===== config.mk =====
export PLATFORM = sky130hd
export DESIGN_NAME = ysyx_25040129_rd_arbiter
export DESIGN_NICKNAME = d
export VERILOG_FILES = /design/src/rtl/ysyx_25040129_rd_arbiter.sv
export SDC_FILE = /design/constraint.sdc
export NUM_CORES = 1
export LEC_CHECK = 0
export BUFFER_PORTS_ARGS = -buffer_cell sky130_fd_sc_hd__buf_2
export CORE_UTILIZATION = 43
export DETAILED_ROUTE_END_ITERATION = 8
export PLACE_DENSITY = 0.86
export SLEW_MARGIN = 15
export SYNTH_ARGS = -nofsm -noshare
export SYNTH_HDL_FRONTEND = slang
export SYNTH_SLANG_ARGS = --single-unit

===== constraint.sdc =====
create_clock -name clock -period 2.1 [get_ports clock]
set_clock_uncertainty 0.15 [all_clocks]
set_input_delay 0.21 -clock clock [delete_from_list [all_inputs] [get_ports clock]]
set_output_delay 0.21 -clock clock [all_outputs]
set_load 0.03 [all_outputs]

===== src/rtl/ysyx_25040129_rd_arbiter.sv =====
// Two-to-one AXI4 read-channel arbiter (IFU bursts, LSU single beats) with a single outstanding transaction.
// Tie-break policy: fixed LSU priority by default; define YSYX_25040129_ARB_RR_EN for round-robin.
module ysyx_25040129_rd_arbiter #(
    parameter int ADDR_W = 32,
    parameter int LEN_W  = 8
) (
    input  logic              clock,
    input  logic              reset,
    input  logic              ifu_arvalid,
    output logic              ifu_arready,
    input  logic [ADDR_W-1:0] ifu_araddr,
    input  logic [LEN_W-1:0]  ifu_arlen,
    output logic              ifu_rvalid,
    input  logic              ifu_rready,
    input  logic              lsu_arvalid,
    output logic              lsu_arready,
    input  logic [ADDR_W-1:0] lsu_araddr,
    output logic              lsu_rvalid,
    input  logic              lsu_rready,
    output logic              mem_arvalid,
    input  logic              mem_arready,
    output logic [ADDR_W-1:0] mem_araddr,
    output logic [LEN_W-1:0]  mem_arlen,
    input  logic              mem_rvalid,
    output logic              mem_rready,
    input  logic [31:0]       mem_rdata,
    input  logic [1:0]        mem_rresp,
    input  logic              mem_rlast
);

    typedef enum logic [1:0] {
        IDLE = 2'd0,
        ADDR = 2'd1,
        DATA = 2'd2
    } state_e;

    localparam logic OWN_IFU = 1'b0;
    localparam logic OWN_LSU = 1'b1;

    state_e            state_q, state_d;
    logic              owner_q, owner_d;
    logic [ADDR_W-1:0] addr_q, addr_d;
    logic [LEN_W-1:0]  len_q, len_d;
    logic              ifu_win;
    logic              lsu_win;
    logic              idle;

`ifdef YSYX_25040129_ARB_RR_EN
    logic last_q, last_d;
    // On a tie the requester that was not served last takes the grant.
    assign ifu_win = ifu_arvalid && (!lsu_arvalid || (last_q == OWN_LSU));
`else
    assign ifu_win = ifu_arvalid && !lsu_arvalid;
`endif
    assign lsu_win = lsu_arvalid && !ifu_win;

    assign idle        = (state_q == IDLE) && !reset;
    assign ifu_arready = idle && ifu_win;
    assign lsu_arready = idle && lsu_win;

    assign mem_arvalid = (state_q == ADDR);
    assign mem_araddr  = addr_q;
    assign mem_arlen   = len_q;

    // Beats flow straight through; only the owner ever sees rvalid or drives rready.
    assign ifu_rvalid = (state_q == DATA) && (owner_q == OWN_IFU) && mem_rvalid;
    assign lsu_rvalid = (state_q == DATA) && (owner_q == OWN_LSU) && mem_rvalid;
    assign mem_rready = (state_q == DATA) && ((owner_q == OWN_LSU) ? lsu_rready : ifu_rready);

    // Data and response wires reach the requesters directly at the parent level.
    logic unused_rdata;
    assign unused_rdata = ^{mem_rdata, mem_rresp};

    always_comb begin
        state_d = state_q;
        owner_d = owner_q;
        addr_d  = addr_q;
        len_d   = len_q;
        unique case (state_q)
            IDLE: begin
                if (ifu_win) begin
                    state_d = ADDR;
                    owner_d = OWN_IFU;
                    addr_d  = ifu_araddr;
                    len_d   = ifu_arlen;
                end else if (lsu_win) begin
                    state_d = ADDR;
                    owner_d = OWN_LSU;
                    addr_d  = lsu_araddr;
                    len_d   = '0;
                end
            end
            ADDR: begin
                if (mem_arready) begin
                    state_d = DATA;
                end
            end
            DATA: begin
                if (mem_rvalid && mem_rready && mem_rlast) begin
                    state_d = IDLE;
                end
            end
            default: state_d = IDLE;
        endcase
    end

`ifdef YSYX_25040129_ARB_RR_EN
    always_comb begin
        last_d = last_q;
        if ((state_q == IDLE) && (ifu_win || lsu_win)) begin
            last_d = owner_d;
        end
    end

    always_ff @(posedge clock) begin
        if (reset) begin
            last_q <= OWN_LSU;
        end else begin
            last_q <= last_d;
        end
    end
`endif

    always_ff @(posedge clock) begin
        if (reset) begin
            state_q <= IDLE;
            owner_q <= OWN_IFU;
            addr_q  <= '0;
            len_q   <= '0;
        end else begin
            state_q <= state_d;
            owner_q <= owner_d;
            addr_q  <= addr_d;
            len_q   <= len_d;
        end
    end

endmodule


==> metrics.md <==
| Metric | Value |
|---|---|
| Status | `finished, final reports clean` |
| Cells on worst reg2reg path | `3` |
| Crit path max-delay cell type | `nor4_4` |
| Global-route wire length before repair | `8870 um` |
| 1st-iter DRT viols | `81` |
| Top FF cell, synth | `dfxtp_1` |
| Setup TNS | `0 ns` |
| Crit-path cells | `nor4_4 > buf_2` |
| Worst hold path endpoint | `mem_araddr[2]$_SDFFE_PP0P_` |
| Die height | `71.7 um` |
| Placed cell count | `389` |
| Clock Latency Late Sink | `0.28 ns` |
| Vias in the first global route | `1984` |
| Register area | `861 sq um` |
| Max Fclk | `539 MHz` |
| Clk slew on worst S/H paths | `0.08 ns` |
| Setup Buffers After CTS | `0` |
| Mapped cell area | `2090 sq um` |
| Synthesized area per cell | `9.28 sq um` |
| Least-Margin Pin Slew | `0.536 ns` |
| Worst Path Buf+Inv | `1` |
| Setup-failing EPs final | `0` |
| DRC viols | `0` |
| FF-to-FF Start | `state_q[1]$_SDFFE_PP0P_` |
| Post-synthesis cell count | `225` |
| Antenna viol nets, final | `0` |
| Top post-synthesis cells by area | `dfxtp_1 41%, a311oi_2 22%, nand2_1 12%` |
| Clk buf depth | `2` |
| Mapped Nets | `340` |
| CTS buffer count | `5` |
| Drt via density | `5.24` |
| Hold Path Class | `in2reg` |
| Hold path depth | `3` |
| Critical hold path startpoint | `ifu_araddr[2]` |
| Synth top area share | `41.2%` |
| Layout cell share with drive strength beyond 1 | `50.1%` |
| Drt pass-1 iters | `4` |
| Area delta synth->final | `39.0%` |
| Max-slew violations | `0` |
| Final hold vios | `0` |
| Distinct cell type count after synthesis | `24` |
| HPWL Detailed | `3810 um` |
| Seq cells post-synth | `43` |
| Worst IR Drop VDD | `0.000485 V` |
| Fin crit period | `1.86 ns` |
| Unrepaired setup endpoints after global routing | `no` |
| Die area | `5140 sq um` |
| Final nets | `467` |
| Leakage | `1.37 nW` |
| DR WL/cell | `13.5 um` |
| Power Density | `780 nW/um^2` |
| Nature of the critical path endpoint | `primary output` |
| H-tree lvl count | `2` |
| Ys Warns | `0` |
| Antenna Cells | `0` |
| Ports | `161` |
| Gr ovfl total | `0` |
| Row count | `24` |
| Top Family by Delay on Critical Path | `simple AND/OR/NAND/NOR gates` |
| Initial core utilization | `46.3%` |
| Most instantiated cells after synthesis | `66 x nand2_1, 43 x dfxtp_1, 34 x a21oi_1, 30 x a311oi_2, 11 x clkbuf_1` |
| Rel. slew slack | `64.3%` |
| Capturing point of the worst reg2reg path | `mem_araddr[29]$_SDFFE_PP0P_` |
| Crit-path max FO | `9` |
| Non-Filler Instances | `405` |
| Critical Path Start Type | `flip-flop` |
| Max incr delay on CP | `0.53 ns` |
| Largest area contributor in the netlist | `dfxtp_1` |
| Most numerous cell in the Yosys netlist | `nand2_1` |
| Async SR Flop Fraction | `0%` |
| Design Power | `2.26 mW` |
| Via count | `2124` |
| Largest net degree at the start of global routing | `33` |
| Die X | `71.7 um` |
| RePlAce Congestion | `0.795` |
| Layout fillers | `385` |
| IO buf count | `126` |
| Seq/Total Area, Yosys | `41.2%` |
| Core area | `4500 sq um` |
| Crit path DAT | `1.50 ns` |
| CTS tree | `yes` |
| Clk root buf | `clkbuf_8` |
| Multi-input logic area | `1100 sq um` |
| Sink Count | `43` |
| Crit path required time | `1.74 ns` |
| Number of flops mapped to enable cells by yosys | `0` |
| Crit share post-route | `88.3%` |
| R2R Setup Slk | `0.50 ns` |
| Routed WL | `5450 um` |
| Max-Cap Viols | `0` |
| GRT Util Overall | `21.5%` |
| Critical path type | `reg2out` |
| Initial antenna violation count | `0` |
[placed cells by master (no fill, tap or decap), drive strengths merged]
| cell type | instances |
|---|---|
| a21o | 1 |
| a21oi | 35 |
| a22o | 8 |
| a311oi | 32 |
| and2 | 1 |
| and3 | 1 |
| buf | 135 |
| clkbuf | 8 |
| dfxtp | 43 |
| dlygate4sd3 | 8 |
| mux2i | 1 |
| nand2 | 66 |
| nand2b | 2 |
| nand3 | 1 |
| nor2 | 3 |
| nor2b | 4 |
| nor3 | 1 |
| nor4 | 1 |
| nor4b | 1 |
| or2 | 1 |
[worst register-to-register path, stage by stage (launching register included)]
cell and delay, ns:
dfxtp_1 0.39, nor2_2 0.22, and2_4 0.52, a311oi_2 0.19
[where the power goes]
group	leakage [nW]	internal, mW	switching [mW]
logic	0.962	0.275	0.459
registers	0.356	0.907	0.0508
clock network	0.0515	0.300	0.270
total	1.37	1.48	0.780
[cell families after synthesis]
group | count (synthesis) | synth area share, %
AND/OR/NAND/NOR | 82 | 17.3
AO/OA/AOI/OAI | 76 | 34.7
flip-flops | 43 | 41.2
buffers and inverters | 23 | 6.29
multiplexers | 1 | 0.480
[sequential cells by signal (all words and copies together) (netlist names)]
signal      count
mem_araddr     32
state_q         2
owner_q         1
mem_arlen       8
[what timing repair did]
item | in CTS | in global routing
gates resized for setup | 0 | 0
hold endpoints to repair | 8 | 0
hold buffers | 8 | 0
[final cells by class]
type,instances,share of cell area [%]
tap,52,2.24
clock buffer,8,3.45
timing repair buffer,143,26.8
sequential,43,29.7
multi-input combinational,159,37.8
[metrics by stage]
stage          utilization [%]  setup slack [ns]  area, sq um  hold slack, ns
2_1_floorplan                -             0.209         2090           0.193
3_3_place_gp              60.4             0.347         2720           0.281
3_5_place_dp              60.4             0.328         2720           0.284
4_1_cts                   64.4             0.219         2900          0.0208
5_1_grt                   64.4             0.123         2900          0.0320
6_report                  64.4             0.245         2900          0.0346
[metal layers]
| layer | part of all wire, % | global-route usage, % | vias to the layer above |
|---|---|---|---|
| met4 | 0.31 | 6.75 | 0 |
| met1 | 43 | 25.1 | 968 |
| met5 | 0 | 0 | - |
| met3 | 6.9 | 5.06 | 2 |
| li1 | - | - | 1066 |
| met2 | 49 | 38.9 | 88 |
[worst max path at each step]
stage / from / endpoint / depth (start not counted)
final: state_q[1]$_SDFFE_PP0P_ / ifu_arready / 2
after global routing: state_q[1]$_SDFFE_PP0P_ / ifu_rvalid / 4
after CTS: state_q[1]$_SDFFE_PP0P_ / ifu_arready / 2
after detailed placement: lsu_arvalid / mem_araddr[20]$_SDFFE_PP0P_ / 4
after global placement: lsu_arvalid / mem_araddr[20]$_SDFFE_PP0P_ / 4
after floorplan: state_q[1]$_SDFFE_PP0P_ / lsu_arready / 1
No activity file was read; power rests on OpenSTA's default activity.
